==> config.mk <==
export PLATFORM = sky130hd
export DESIGN_NAME = ps2_keyb_matrix_flat
export DESIGN_NICKNAME = d
export VERILOG_FILES = /design/src/rtl/ps2_keyb_if.sv /design/src/rtl/ps2_keyb_matrix.sv /design/src/flat_wrapper.sv
export SDC_FILE = /design/constraint.sdc
export NUM_CORES = 1
export LEC_CHECK = 0
export BUFFER_PORTS_ARGS = -buffer_cell sky130_fd_sc_hd__buf_2
export CORE_ASPECT_RATIO = 1.5
export CORE_MARGIN = 3
export CORE_UTILIZATION = 45
export DETAILED_ROUTE_END_ITERATION = 10
export GPL_TIMING_DRIVEN = 0
export HOLD_SLACK_MARGIN = 0.06
export PLACE_DENSITY = 0.66
export SLEW_MARGIN = 20
export SYNTH_ARGS = -nofsm -noshare
export SYNTH_HDL_FRONTEND = slang
export SYNTH_SLANG_ARGS = --single-unit
==> constraint.sdc <==
create_clock -name clk14 -period 3.7 [get_ports clk14]
set_clock_uncertainty 0.2 [all_clocks]
set_input_delay 0.555 -clock clk14 [delete_from_list [all_inputs] [get_ports clk14]]
set_output_delay 0.555 -clock clk14 [all_outputs]
set_load 0.01 [all_outputs]
==> src/rtl/ps2_keyb_if.sv <==
// PS/2 keyboard and ULA matrix signal bundle.
// Master drives the keyboard lines and row selects; slave answers columns.
interface ps2_keyb_if;
  logic       ps2clk;
  logic       ps2data;
  logic [7:0] kbrows;
  logic [4:0] kbcolumns;
  logic       kbd_err;

  modport master (
    output ps2clk, ps2data, kbrows,
    input  kbcolumns, kbd_err
  );

  modport slave (
    input  ps2clk, ps2data, kbrows,
    output kbcolumns, kbd_err
  );
endinterface

==> src/rtl/ps2_keyb_matrix.sv <==
// PS/2 set-2 receiver feeding the 8x5 Spectrum key matrix.
// Answers ULA half-row scans with registered active-low columns.
module ps2_keyb_matrix #(
  parameter int FILTER_LEN = 8,
  parameter int TIMEOUT    = 14000
) (
  input  logic clk14,
  input  logic rst_n,
  ps2_keyb_if.slave bus
);
  localparam int FW = $clog2(FILTER_LEN + 1);
  localparam int TW = $clog2(TIMEOUT + 1);

  typedef enum logic [1:0] {IDLE, DATA, PARITY, STOP} st_t;

  st_t         state_q, state_d;
  logic [1:0]  ck_q, ck_d, dt_q, dt_d;
  logic        filt_q, filt_d;
  logic [FW-1:0] fcnt_q, fcnt_d;
  logic [TW-1:0] tmo_q, tmo_d;
  logic [7:0]  sh_q, sh_d;
  logic [2:0]  bcnt_q, bcnt_d;
  logic        bad_q, bad_d;
  logic        err_q, err_d;
  logic        vld_q, vld_d;
  logic        brk_q, brk_d;
  logic        ext_q, ext_d;
  logic [42:0] key_q, key_d;
  logic [4:0]  cols_q, cols_d;
  logic        fall, chg, din, tmo_hit;
  logic [5:0]  idx;
  logic [39:0] mtx;
  logic [7:0]  sel;

  // Indices 0..39 are row*5+col; 40/41 are the shifts, 42 is backspace.
  function automatic logic [5:0] key_idx(input logic [7:0] c);
    case (c)
      8'h1A: key_idx = 6'd1;  8'h22: key_idx = 6'd2;
      8'h21: key_idx = 6'd3;  8'h2A: key_idx = 6'd4;
      8'h1C: key_idx = 6'd5;  8'h1B: key_idx = 6'd6;
      8'h23: key_idx = 6'd7;  8'h2B: key_idx = 6'd8;
      8'h34: key_idx = 6'd9;  8'h15: key_idx = 6'd10;
      8'h1D: key_idx = 6'd11; 8'h24: key_idx = 6'd12;
      8'h2D: key_idx = 6'd13; 8'h2C: key_idx = 6'd14;
      8'h16: key_idx = 6'd15; 8'h1E: key_idx = 6'd16;
      8'h26: key_idx = 6'd17; 8'h25: key_idx = 6'd18;
      8'h2E: key_idx = 6'd19; 8'h45: key_idx = 6'd20;
      8'h46: key_idx = 6'd21; 8'h3E: key_idx = 6'd22;
      8'h3D: key_idx = 6'd23; 8'h36: key_idx = 6'd24;
      8'h4D: key_idx = 6'd25; 8'h44: key_idx = 6'd26;
      8'h43: key_idx = 6'd27; 8'h3C: key_idx = 6'd28;
      8'h35: key_idx = 6'd29; 8'h5A: key_idx = 6'd30;
      8'h4B: key_idx = 6'd31; 8'h42: key_idx = 6'd32;
      8'h3B: key_idx = 6'd33; 8'h33: key_idx = 6'd34;
      8'h29: key_idx = 6'd35; 8'h14: key_idx = 6'd36;
      8'h3A: key_idx = 6'd37; 8'h31: key_idx = 6'd38;
      8'h32: key_idx = 6'd39; 8'h12: key_idx = 6'd40;
      8'h59: key_idx = 6'd41; 8'h66: key_idx = 6'd42;
      default: key_idx = 6'd63;
    endcase
  endfunction

  assign din = dt_q[1];

  always_comb begin
    ck_d   = {ck_q[0], bus.ps2clk};
    dt_d   = {dt_q[0], bus.ps2data};
    filt_d = filt_q;
    fcnt_d = '0;
    fall   = 1'b0;
    if (ck_q[1] != filt_q) begin
      if (fcnt_q == FW'(FILTER_LEN - 1)) begin
        filt_d = ck_q[1];
        fall   = filt_q;
      end else begin
        fcnt_d = fcnt_q + 1'b1;
      end
    end
    chg = (filt_d != filt_q);
  end

  always_comb begin
    tmo_d   = '0;
    tmo_hit = 1'b0;
    if (state_q != IDLE && !chg) begin
      tmo_d   = tmo_q + 1'b1;
      tmo_hit = (tmo_q == TW'(TIMEOUT - 1));
    end
  end

  always_ff @(posedge clk14) begin
    if (!rst_n) state_q <= IDLE;
    else        state_q <= state_d;
  end

  always_comb begin
    state_d = state_q;
    if (tmo_hit) begin
      state_d = IDLE;
    end else if (fall) begin
      case (state_q)
        IDLE:    if (!din) state_d = DATA;
        DATA:    if (bcnt_q == 3'd7) state_d = PARITY;
        PARITY:  state_d = STOP;
        default: state_d = IDLE;
      endcase
    end
  end

  always_comb begin
    sh_d   = sh_q;
    bcnt_d = bcnt_q;
    bad_d  = bad_q;
    err_d  = 1'b0;
    vld_d  = 1'b0;
    if (tmo_hit) begin
      err_d = 1'b1;
    end else if (fall) begin
      case (state_q)
        IDLE: begin
          bcnt_d = '0;
          bad_d  = 1'b0;
        end
        DATA: begin
          sh_d   = {din, sh_q[7:1]};
          bcnt_d = bcnt_q + 1'b1;
        end
        PARITY:  bad_d = ~(^{sh_q, din});
        default: begin
          vld_d = din & ~bad_q;
          err_d = ~din | bad_q;
        end
      endcase
    end
  end

  always_comb begin
    key_d = key_q;
    brk_d = brk_q;
    ext_d = ext_q;
    idx   = key_idx(sh_q);
    if (vld_q) begin
      if (sh_q == 8'hF0) begin
        brk_d = 1'b1;
      end else if (sh_q == 8'hE0) begin
        ext_d = 1'b1;
      end else begin
        if (!ext_q && idx != 6'd63) key_d[idx] = ~brk_q;
        brk_d = 1'b0;
        ext_d = 1'b0;
      end
    end
  end

  always_comb begin
    mtx     = key_q[39:0];
    mtx[0]  = key_q[0] | key_q[40] | key_q[41] | key_q[42];
    mtx[20] = key_q[20] | key_q[42];
    sel = ~{bus.kbrows[0], bus.kbrows[1], bus.kbrows[3],
            bus.kbrows[4], bus.kbrows[7], bus.kbrows[6],
            bus.kbrows[5], bus.kbrows[2]};
    cols_d = 5'b11111;
    for (int r = 0; r < 8; r++) begin
      for (int c = 0; c < 5; c++) begin
        if (sel[r] && mtx[r*5+c]) cols_d[c] = 1'b0;
      end
    end
  end

  always_ff @(posedge clk14) begin
    if (!rst_n) begin
      ck_q   <= 2'b11;
      dt_q   <= 2'b11;
      filt_q <= 1'b1;
      fcnt_q <= '0;
      tmo_q  <= '0;
      sh_q   <= '0;
      bcnt_q <= '0;
      bad_q  <= 1'b0;
      err_q  <= 1'b0;
      vld_q  <= 1'b0;
      brk_q  <= 1'b0;
      ext_q  <= 1'b0;
      key_q  <= '0;
      cols_q <= 5'b11111;
    end else begin
      ck_q   <= ck_d;
      dt_q   <= dt_d;
      filt_q <= filt_d;
      fcnt_q <= fcnt_d;
      tmo_q  <= tmo_d;
      sh_q   <= sh_d;
      bcnt_q <= bcnt_d;
      bad_q  <= bad_d;
      err_q  <= err_d;
      vld_q  <= vld_d;
      brk_q  <= brk_d;
      ext_q  <= ext_d;
      key_q  <= key_d;
      cols_q <= cols_d;
    end
  end

  assign bus.kbcolumns = cols_q;
  assign bus.kbd_err   = err_q;
endmodule

==> src/flat_wrapper.sv <==
// flat-port wrapper written by rule: the top's interface ports become plain ports
module ps2_keyb_matrix_flat 
#(
  parameter int FILTER_LEN = 8,
  parameter int TIMEOUT    = 14000
)
  (clk14, rst_n, bus_ps2clk, bus_ps2data, bus_kbrows, bus_kbcolumns, bus_kbd_err);
  ps2_keyb_if bus_i ();
  input  logic clk14;
  input  logic rst_n;
  input wire logic [$bits(bus_i.ps2clk)-1:0] bus_ps2clk;
  input wire logic [$bits(bus_i.ps2data)-1:0] bus_ps2data;
  input wire logic [$bits(bus_i.kbrows)-1:0] bus_kbrows;
  output wire logic [$bits(bus_i.kbcolumns)-1:0] bus_kbcolumns;
  output wire logic [$bits(bus_i.kbd_err)-1:0] bus_kbd_err;
  assign bus_i.ps2clk = bus_ps2clk;
  assign bus_i.ps2data = bus_ps2data;
  assign bus_i.kbrows = bus_kbrows;
  assign bus_kbcolumns = bus_i.kbcolumns;
  assign bus_kbd_err = bus_i.kbd_err;
  ps2_keyb_matrix #(.FILTER_LEN(FILTER_LEN), .TIMEOUT(TIMEOUT)) u_core (.clk14(clk14), .rst_n(rst_n), .bus(bus_i));
endmodule
## Word-level counts from Yosys, hierarchy flattened

Memory sizes are Yosys's and may differ from the RTL's. A register that Yosys moved wholly into a read port is not among the register bits.
Cells that the tools add are included.
W data, S select, Z words.

- Reduce and logical (&&, ||, !) cells: 62
- Multiplexer cells: 62
- Equality and inequality tests: 13
- Add/sub/neg operators: 3
- $lt $le $gt $ge: 2
- Bitwise logic cells: 17

Operator list:

| cell | number |
|---|---|
| $mux W1 | 52 |
| $bwmux W43 | 1 |
| $logic_and A1 B1 Y1 | 43 |
| $eq A8 B8 Y1 const B | 2 |
| $add A14 B1 Y14 const B | 1 |
| $eq A14 B14 Y1 const B | 1 |
| $mux W7 | 2 |
| $reduce_and A3 Y1 | 4 |
| $not A1 Y1 | 10 |
| $reduce_xor A9 Y1 | 1 |
| $not A8 Y8 | 1 |
| $lt A6 B7 Y1 const B | 1 |
| $demux W1 S6 | 1 |
| $ge A6 B1 Y1 const B | 1 |
| $mux W6 | 1 |
| $ne A6 B6 Y1 const B | 1 |
| $pmux W2 S3 | 1 |
| $pmux W3 S2 | 1 |
| $reduce_and A2 Y1 | 3 |
| $reduce_bool A2 Y1 | 3 |
| $reduce_or A3 Y1 | 2 |
| $reduce_or A6 Y1 | 1 |
| $or A1 B1 Y1 | 5 |
| $add A4 B1 Y4 const B | 1 |
| 15 further kinds | 19 |

- Memories kept: 1
- Register bits after elaboration: 89
- ROM bits: 768
- Logic and storage cells: 175

Memories:

| name | depth | width | rd ports | clocked after Yosys merged registers in | write ports | line | text |
|---|---|---|---|---|---|---|---|
| (name not given) | 128 | 6 | 1 | 1 | 0 | ps2_keyb_matrix.sv:37 | `case (c)` |

## Longest topological paths before layout

Gate-level depths: netlist of run 1.

- Depth in word-level cells: 12
- Mapped depth: 14
- Gate-level depth less buffers: 13

## Least setup slack after synthesis of run 1

No wires, ideal clock.

- Kind: reg2reg
- From: register u_core.state_q[1]
- To: register with a tool-made name
- Stages on the path, launching flop included: 14
- Path slack: 612 ps
- Library setup time: 86 ps
- Period minus slack after synthesis: 3,088 ps
- Arrival time: 2,803 ps
- Cells stage by stage: dfxtp_1 -> inv_1 -> ha_1 -> and3b_1 -> buf_2 -> nand3_1 -> a21oi_1 -> inv_1 -> ha_1 -> clkbuf_1 -> a211oi_1 -> a2111oi_0 -> a221o_1 -> a211oi_1

RTL lines:

| element | line | text |
|---|---|---|
| from (decl) | ps2_keyb_matrix.sv:16 | `st_t state_q, state_d;` |
| from (signal assigned) | ps2_keyb_matrix.sv:93 | `else state_q <= state_d;` |

==> reports/results.tsv, run 1 <==
stage	metric	value	unit
outcome	status	finished, final reports clean	
clock_tree	clock buffers created by TritonCTS	9	
sta	final hold vios	0	
detailed_routing	routed length on met1	6.48	mm
die	Die Wd	95.8	um
place	Placer Congestion	0.999	
worst_setup_path	Crit path required time	3.68	ns
synthesis	Distinct cells, synth	68	
global_routing	overall routing resource usage	26.8	%
power_and_ir_drop	register share of total power	50.1	%
clock_tree	clock tree sinks	95	
sta	Slew headroom	42.4	%
sta	worst-margin pin slew	0.858	ns
clock_tree	Max Root-Sink Buffers	2	
cells_and_area	most common cell after layout, fill and taps aside	dfxtp_1	
cells_and_area	area occupied by multi-input gates	3170	um^2
worst_setup_path	Worst path slowest cell	a2111oi_0	
detailed_routing	DRT Wirelength	17.8	mm
detailed_routing	Vias/cell	6.42	
cells_and_area	Fill cells	1182	
power_and_ir_drop	Comb power frac	2.5	%
clock_tree	hold_buf cts	0	
sta	max-slew violation count	0	
power_and_ir_drop	Sw Ratio	22.9	%
min_path	hold depth	2	
place	post-DP HPWL	13.1	mm
clock_tree	Clock transition at path regs	0.07	ns
synthesis	area leader, netlist	dfxtp_1	
detailed_routing	vias	5551	
cells_and_area	post-layout util	52.3	%
run	Max Cap Violations	0	
cells_and_area	nets	737	
synthesis	dominant register cell in the synthesized netlist	dfxtp_1	
die	CORE AREA	11700	um^2
global_routing	largest net degree at the start of global routing	19	
synthesis	Synth Cell Area	5440	um^2
worst_setup_path	slowest cell delay on critical path	0.57	ns
synthesis	yosys warns	0	
cells_and_area	Finished Layout Cells	865	
die	Vert. Die Dim	141	um
cells_and_area	proportion of layout cells with a drive suffix above 1	8.81	%
sta	Finish-stage setup viols	0	
detailed_routing	DR pass1 iterations	7	
detailed_routing	Iter 0 DRT Violations	424	
place	Place WS	-0.467	ns
sta	worst hold margin	0.184	ns
sta	setup_tns	0	ns
worst_setup_path	reg2reg path depth	13	
die	Starting Density	46.7	%
cells_and_area	Area Growth Syn to Fin	11.9	%
die	area of the die	13500	um^2
cells_and_area	Storage cell area	1900	um^2
synthesis	Area contributors post-synth	dfxtp_1, a21oi_1, o211ai_1	
worst_setup_path	crit start category	register	
detailed_routing	WL met3	1.01	mm
clock_tree	CTS tree	built	
power_and_ir_drop	switching power	0.469	mW
sta	RSZ-0062 raised after global routing	false	
global_routing	global-route wire length before repair	28.0	mm
power_and_ir_drop	PD cells	336	nW/um^2
worst_setup_path	Max Fanout on Critical Path	10	
sta	Period minus WS final	3.52	ns
sta	smallest setup slack after layout	0.183	ns
global_routing	gr ovfl total	0	
min_path	Hold Crit Class	in2reg	
clock_tree	clk root buf	clkbuf_16	
worst_setup_path	crit path cell chain	inv_1 > ha_1 > and3b_1 > clkbuf_4 > nand3_1 > a21oi_4 > buf_4 > buf_4 > ha_1 > clkbuf_2 > nand2_1 > a2111oi_0 > a221oi_1	
synthesis	number of synthesized flops with an enable pin	0	
global_routing	antenna violations before repair	0	
place	IO buf count	16	
cells_and_area	commonest cells after routing, fill and taps aside	dfxtp_1, inv_1, a21oi_1	
sta	FMAX	284	MHz
synthesis	Post-synth ARST share	0	%
power_and_ir_drop	clock power share	47.4	%
synthesis	Synth top area share	35.0	%
cells_and_area	ant diodes	0	
power_and_ir_drop	leak pwr	2.02	nW
die	# IOs	18	
detailed_routing	top layer in use	met4	
synthesis	Mapped Avg Cell Area	8.00	um^2
synthesis	sequential area share after synthesis	35.0	%
global_routing	vias in the first global route	5439	
worst_setup_path	Worst Setup End Kind	register	
detailed_routing	met2 WL post-DR	9.20	mm
clock_tree	H-tree depth	3	
clock_tree	Worst-Skew Late Latency	0.34	ns
power_and_ir_drop	internal power	1.58	mW
detailed_routing	Wirelength per Cell	20.6	um
synthesis	cells after synthesis	680	
die	num rows	48	
place	DP Cell Count	846	
worst_setup_path	critical path class	reg2reg	
worst_setup_path	crit path DAT	3.49	ns
synthesis	#FFs+latches synth	95	
power_and_ir_drop	worst ir drop on vdd	0.185	mV
synthesis	syn nets	707	
sta	final worst-path cycle share	95.1	%
detailed_routing	Remaining DRCs	0	
detailed_routing	Routed Antenna Nets	0	
flip-flops by register name, summed over array words and instances, names as in the netlist, named ones only:
| name | count |
|---|---|
| u_core.bcnt_q | 3 |
| u_core.state_q | 2 |
| u_core.sh_q | 8 |
| u_core.dt_q | 2 |
| u_core.brk_q | 1 |
| u_core.bad_q | 1 |
| u_core.filt_q | 1 |
| u_core.bus.kbd_err | 1 |
| u_core.vld_q | 1 |
| u_core.ext_q | 1 |
| u_core.bus.kbcolumns | 5 |
| u_core.ck_q | 2 |
| u_core.key_q | 43 |
| u_core.tmo_q | 14 |
| u_core.fcnt_q | 4 |
worst max-delay path, delay by kind of cell (launching register included):
family / cells / cell delay, ns
AOI/OAI and AO/OA: 3 / 0.99
adders and majority gates: 2 / 0.40
buffers and inverters: 5 / 0.86
DFF: 1 / 0.34
and+or+nand+nor: 3 / 0.56
logic make-up (layout without fill, tap and decap cells):
| family | count (synthesis) | in the layout | synth area share [%] |
|---|---|---|---|
| AO/OA/AOI/OAI | 241 | 241 | 30.8 |
| XOR/XNOR | 20 | 20 | 3.22 |
| adder cells (fa/ha/maj) | 15 | 15 | 3.45 |
| buffers and inverters | 104 | 139 | 7.45 |
| flip-flops | 95 | 95 | 35.0 |
| multiplexers | 8 | 8 | 1.52 |
| AND/OR/NAND/NOR | 197 | 197 | 18.6 |
timing repair:
action	in CTS	in global routing
pin swaps	0	2
setup endpoints to repair	6	6
buffers inserted	0	4
hold endpoints to repair	0	0
resized for setup	2	8
final timing paths:
path                                                     start                        end  slack, ns
worst max-delay path            u_core.state_q[1]$_SDFFE_PP0P_                   register       0.18
worst min-delay path                               bus_ps2data  u_core.dt_q[0]$_SDFF_PN1_       0.18
worst max register to register  u_core.state_q[1]$_SDFFE_PP0P_                   register       0.18
worst min register to register       u_core.ck_q[0]$_SDFF_PN1_  u_core.ck_q[1]$_SDFF_PN1_       0.21
routing by layer:
metal / up-vias / global-route usage [%]
li1: 2594 / -
met1: 2620 / 29.5
met2: 264 / 46.8
met3: 73 / 3.58
met4: 0 / 17.5
met5: - / 0
cell usage after synthesis, types with 8 or more instances:
master and instances:
nand2_1 52, a21oi_1 54, a311oi_1 22, xor2_1 11, nand2b_1 17, ha_1 15, inv_1 54, o31ai_1 24
clkbuf_1 34, nand4_1 8, o21ai_0 19, dfxtp_1 95, nor3_1 18, o211ai_1 31, nor2_1 40, o22ai_1 19
nand3_1 19, xnor2_1 9
power groups by stage:
stage / Sequential [mW] / Clock [mW] / Combinational [mW]
CTS: 1.03 / 0.990 / 0.0501
global route: 1.03 / 1.03 / 0.0548
global placement: 1.05 / 0 / 0.0495
floorplan: 1.05 / 0 / 0.0258
detailed placement: 1.05 / 0 / 0.0497
finish: 1.03 / 0.970 / 0.0507
metrics by stage:
step	area, um^2	total power, mW
after global routing	6090	2.11
after global placement	5710	1.10
final	6090	2.05
after floorplan	5440	1.07
after detailed placement	5710	1.10
after CTS	6040	2.07
cell type report:
type / instances / area share [%]
repair buffers: 20 / 1.81
flip-flops and latches: 95 / 31.2
plain buffers: 46 / 3.19
clock buffers: 9 / 3.70
multi-input cells: 481 / 52.0
clock inverters: 7 / 1.48
inverters: 57 / 3.51
well taps: 150 / 3.08
(Power assumes the default switching activity.)
==> run 2: changes to the inputs <==
Settings changed: CORE_UTILIZATION 45 to 62, PLACE_DENSITY 0.66 to 0.8.
==> run 2 against run 1 <==
  * Final cell count down 5.1%
  * Die area down 26%
  * Power up 0.15%
  * Critical path depth up 1
  * Via count up 3.2%
  * Largest cell class unchanged
  * Largest power group unchanged
  * Highest routed layer unchanged
==> reports/results.tsv, run 2 (synthesized netlist as in run 1, its figures left out) <==
stage	metric	value	unit
place	post-DP HPWL	12.8	mm
worst_setup_path	crit path cell chain	ha_1 > and3b_1 > buf_2 > buf_2 > nand4_1 > o21a_1 > inv_1 > ha_1 > inv_1 > a2111oi_1 > o21ai_1 > a21oi_1 > a21oi_1 > o22a_1	
cells_and_area	Fill cells	664	
worst_setup_path	Max Fanout on Critical Path	10	
place	IO buf count	16	
global_routing	largest net degree at the start of global routing	18	
cells_and_area	most common cell after layout, fill and taps aside	dfxtp_1	
sta	max-slew violation count	0	
die	Die Wd	82.5	um
global_routing	overall routing resource usage	37.5	%
detailed_routing	vias	5726	
sta	Finish-stage setup viols	0	
sta	Slew headroom	36.5	%
cells_and_area	commonest cells after routing, fill and taps aside	dfxtp_1, inv_1, a21oi_1	
cells_and_area	post-layout util	71.0	%
sta	final hold vios	0	
worst_setup_path	Worst path slowest cell	a2111oi_1	
cells_and_area	Area Growth Syn to Fin	10.5	%
detailed_routing	DRT Wirelength	18.4	mm
cells_and_area	Finished Layout Cells	821	
die	Vert. Die Dim	121	um
clock_tree	Max Root-Sink Buffers	2	
sta	smallest setup slack after layout	0.0650	ns
cells_and_area	Top reg by flops	u_core.key_q	
clock_tree	H-tree depth	3	
clock_tree	clock buffers created by TritonCTS	9	
worst_setup_path	worst path bufs/invs	4	
cells_and_area	Storage cell area	1900	um^2
die	CORE AREA	8460	um^2
detailed_routing	Vias/cell	6.97	
cells_and_area	proportion of layout cells with a drive suffix above 1	8.40	%
worst_setup_path	crit start category	register	
global_routing	gr ovfl total	0	
global_routing	vias in the first global route	5406	
cells_and_area	Finished Cell Area	6010	um^2
power_and_ir_drop	worst ir drop on vdd	0.282	mV
die	num rows	41	
power_and_ir_drop	leak pwr	2.01	nW
clock_tree	clock tree sinks	95	
worst_setup_path	slowest cell delay on critical path	0.47	ns
detailed_routing	Routed Antenna Nets	0	
cells_and_area	ant diodes	0	
worst_setup_path	Crit path required time	3.74	ns
clock_tree	Clock transition at path regs	0.07	ns
global_routing	antenna violations before repair	0	
clock_tree	hold_buf cts	0	
detailed_routing	Remaining DRCs	0	
place	Placed Instance Area	5660	um^2
sta	FMAX	275	MHz
clock_tree	Worst-Skew Late Latency	0.35	ns
detailed_routing	Wirelength per Cell	22.4	um
clock_tree	clk root buf	clkbuf_16	
sta	worst-margin pin slew	0.945	ns
cells_and_area	max reg flops	43	
die	# IOs	18	
clock_tree	CTS tree	built	
outcome	status	finished, final reports clean	
cells_and_area	area occupied by multi-input gates	3170	um^2
cells_and_area	top flop regs	u_core.key_q: 43 flops, u_core.tmo_q: 14 flops, u_core.sh_q: 8 flops	
sta	final worst-path cycle share	98.2	%
power_and_ir_drop	total chip power	2.05	mW
detailed_routing	Iter 0 DRT Violations	504	
worst_setup_path	crit path DAT	3.68	ns
die	Starting Density	64.3	%
cells_and_area	nets	736	
worst_setup_path	Worst Setup End Kind	register	
place	Placer Congestion	1.04	
detailed_routing	DR pass1 iterations	6	
min_path	Hold Crit Class	in2reg	
die	area of the die	9960	um^2
place	DP Cell Count	803	
power_and_ir_drop	PD cells	341	nW/um^2
sta	Period minus WS final	3.64	ns
run	Max Cap Violations	0	
global_routing	global-route wire length before repair	28.2	mm
worst_setup_path	critical path class	reg2reg	
worst_setup_path	CP delay by family, top	compound AO/OA/AOI/OAI gates	
place	Place WS	-0.357	ns
-- run 2: cell types whose count changed in the layout (fill, tap and decap cells not counted), sizes merged --
cell / delta
clkinv: -1
-- run 2: final timing paths --
path,startpoint,end,slack [ns],cells past startpoint
worst max register to register,u_core.fcnt_q[0]$_SDFF_PP0_,register,0.06,14
worst min-delay path,bus_ps2clk,u_core.ck_q[0]$_SDFF_PN1_,0.18,2
worst max-delay path,u_core.fcnt_q[0]$_SDFF_PP0_,register,0.06,14
worst min register to register,u_core.dt_q[0]$_SDFF_PN1_,u_core.dt_q[1]$_SDFF_PN1_,0.21,1
-- run 2: what timing repair did --
item / in CTS / in global routing
resized for setup: 2 / 6
endpoints found under the setup margin: 4 / 5
pin swaps: 0 / 1
hold endpoints to repair: 0 / 0
buffers inserted: 0 / 2
-- run 2: area by class of cell --
class | count | area share [%]
Tap cell | 107 | 2.23
Sequential cell | 95 | 31.6
Clock buffer | 10 | 3.81
Buffer | 47 | 3.20
Inverter | 57 | 3.56
Clock inverter | 6 | 1.29
Multi-Input combinational cell | 481 | 52.7
Timing Repair Buffer | 18 | 1.58
-- run 2: stage by stage --
| step | hold slack (ns) | TNS, ns |
|---|---|---|
| after floorplan | 0.186 | 0 |
| after global placement | 0.188 | -1.22 |
| after detailed placement | 0.191 | -1.13 |
| after CTS | 0.173 | 0 |
| after global routing | 0.208 | -0.141 |
| final | 0.183 | 0 |
-- run 2: metal layers --
| layer | wire length (um) | up-vias | share of wire, % | track usage, % |
|---|---|---|---|---|
| li1 | - | 2588 | - | - |
| met4 | 1320 | 0 | 7.2 | 22.1 |
| met2 | 8900 | 374 | 48 | 63.0 |
| met1 | 6570 | 2661 | 36 | 42.3 |
| met3 | 1620 | 103 | 8.8 | 7.97 |
| met5 | 0 | - | 0 | 0 |
-- run 2: report_power, final --
part           switching (mW)  internal [mW]  total (mW)  leakage (nW)
Clock                   0.435          0.538       0.973         0.147
Sequential            0.00175           1.02        1.03         0.766
Combinational          0.0388         0.0125      0.0513          1.09
==> run 3: changes to the inputs <==
Settings changed: MAX_ROUTING_LAYER set to met4.
==> run 3 against run 2 <==
  * Largest power group unchanged
  * First-iteration DRC count is 5.4% higher
  * Design area is 0.27% lower
  * Register-to-register slack better by 0.15 ns
  * Largest cell class unchanged
==> reports/results.tsv, run 3 (synthesized netlist as in run 1, its figures left out) <==
stage	metric	value	unit
place	DP Cell Count	803	
clock_tree	hold_buf cts	0	
global_routing	global-route wire length before repair	29.1	mm
clock_tree	H-tree depth	3	
cells_and_area	Finished Layout Cells	822	
detailed_routing	DR pass1 iterations	6	
sta	Finish-stage setup viols	0	
clock_tree	Max Root-Sink Buffers	2	
cells_and_area	most common cell after layout, fill and taps aside	dfxtp_1	
cells_and_area	Top reg by flops	u_core.key_q	
die	# IOs	18	
place	Place WS	-0.293	ns
place	post-DP HPWL	13.3	mm
worst_setup_path	crit start category	register	
worst_setup_path	Max Fanout on Critical Path	9	
detailed_routing	vias	5838	
sta	final hold vios	0	
power_and_ir_drop	clock power share	45.1	%
clock_tree	Worst-Skew Late Latency	0.35	ns
worst_setup_path	crit path DAT	3.56	ns
cells_and_area	Area Growth Syn to Fin	10.2	%
sta	FMAX	287	MHz
worst_setup_path	Worst path slowest cell	nor2_4	
sta	Slew headroom	37.3	%
cells_and_area	post-layout util	70.8	%
power_and_ir_drop	Comb power frac	2.7	%
power_and_ir_drop	worst ir drop on vdd	0.265	mV
global_routing	overall routing resource usage	39.6	%
place	Placer Congestion	1.08	
sta	setup_tns	0	ns
global_routing	largest net degree at the start of global routing	18	
detailed_routing	Remaining DRCs	0	
min_path	Hold Crit Class	in2reg	
run	Max Cap Violations	0	
clock_tree	clock tree sinks	95	
power_and_ir_drop	internal power	1.50	mW
outcome	status	finished, final reports clean	
cells_and_area	max reg flops	43	
worst_setup_path	Worst Setup End Kind	register	
place	IO buf count	16	
worst_setup_path	slowest cell delay on critical path	0.40	ns
power_and_ir_drop	register share of total power	52.2	%
sta	final worst-path cycle share	94.2	%
detailed_routing	Routed Antenna Nets	0	
global_routing	antenna violations before repair	0	
power_and_ir_drop	Sw Ratio	23.5	%
sta	Period minus WS final	3.49	ns
die	area of the die	9960	um^2
sta	max-slew violation count	0	
power_and_ir_drop	switching power	0.463	mW
detailed_routing	Vias/cell	7.10	
detailed_routing	Iter 0 DRT Violations	531	
sta	worst-margin pin slew	0.933	ns
die	num rows	41	
die	CORE AREA	8460	um^2
sta	smallest setup slack after layout	0.215	ns
power_and_ir_drop	leak pwr	1.99	nW
worst_setup_path	critical path class	reg2reg	
clock_tree	clk root buf	clkbuf_16	
cells_and_area	nets	737	
worst_setup_path	Crit path required time	3.78	ns
die	Die Wd	82.5	um
global_routing	vias in the first global route	5602	
die	Starting Density	64.3	%
worst_setup_path	CP delay by family, top	compound AO/OA/AOI/OAI gates	
die	Vert. Die Dim	121	um
clock_tree	Clock transition at path regs	0.07	ns
worst_setup_path	worst path bufs/invs	1	
power_and_ir_drop	PD cells	328	nW/um^2
global_routing	gr ovfl total	0	
cells_and_area	proportion of layout cells with a drive suffix above 1	8.39	%
clock_tree	CTS tree	built	
detailed_routing	Wirelength per Cell	22.4	um
cells_and_area	top flop regs	u_core.key_q: 43 flops, u_core.tmo_q: 14 flops, u_core.sh_q: 8 flops	
cells_and_area	ant diodes	0	
cells_and_area	commonest cells after routing, fill and taps aside	dfxtp_1, inv_1, a21oi_1	
clock_tree	clock buffers created by TritonCTS	9	
worst_setup_path	crit path cell chain	ha_1 > nand3b_1 > nor2_4 > o21a_1 > inv_1 > ha_1 > and3_1 > a21oi_1 > o211ai_1 > a22o_1 > a32oi_1 > o221a_1	
worst_setup_path	CP most frequent cell	ha_1	
detailed_routing	DRT Wirelength	18.4	mm
run 3: changes by cell type in the layout (fill, tap and decap cells not counted), sizes merged:
cell      delta
buf          -1
clkbuf       +2
clkinvlp     +2
clkinv       -1
bufinv       -1
run 3: layer usage:
metal	up-vias	global-route usage (%)	wire length (um)
li1	2595	-	-
met1	2728	41.8	6400
met2	387	63.5	8950
met3	128	9.46	1530
met4	0	27.8	1540
met5	-	-	0
run 3: power by group through the flow:
stage                     Sequential [mW]  Combinational (mW)  Clock, mW
after CTS                            1.03              0.0495      0.882
after global routing                 1.03              0.0556      0.929
after detailed placement             1.05              0.0491          0
after global placement               1.05              0.0474          0
after floorplan                      1.05              0.0258          0
final                                1.03              0.0522      0.887
run 3: through the flow:
stage / power (mW) / area (um^2) / hold WS, ns
2_1_floorplan: 1.07 / 5440 / 0.186
3_3_place_gp: 1.10 / 5660 / 0.189
3_5_place_dp: 1.10 / 5660 / 0.195
4_1_cts: 1.96 / 5940 / 0.196
5_1_grt: 2.01 / 6000 / 0.202
6_report: 1.96 / 6000 / 0.194
run 3: area by class of cell:
| type | count | area (um^2) |
|---|---|---|
| Multi-Input combinational cell | 481 | 3170 |
| Fill cell | 663 | 2470 |
| Sequential cell | 95 | 1900 |
| Clock buffer | 10 | 229 |
| Inverter | 57 | 214 |
| Buffer | 47 | 196 |
| Tap cell | 107 | 134 |
| Timing Repair Buffer | 19 | 103 |
| Clock inverter | 6 | 51.3 |
run 3: path summary, 6_finish.rpt:
path | startpoint | to | slack, ns | cells after the start
max | u_core.fcnt_q[0]$_SDFF_PP0_ | register | 0.21 | 12
min | bus_ps2clk | u_core.ck_q[0]$_SDFF_PN1_ | 0.19 | 2
max reg2reg | u_core.fcnt_q[0]$_SDFF_PP0_ | register | 0.21 | 12
min reg2reg | u_core.dt_q[0]$_SDFF_PN1_ | u_core.dt_q[1]$_SDFF_PN1_ | 0.21 | 1
run 3: timing repair:
item / in CTS / in global routing
hold endpoints to repair: 0 / 0
endpoints found under the setup margin: 4 / 5
gates resized for setup: 2 / 7
pin swaps: 0 / 1
setup buffers: 0 / 3
cloned: 0 / 0
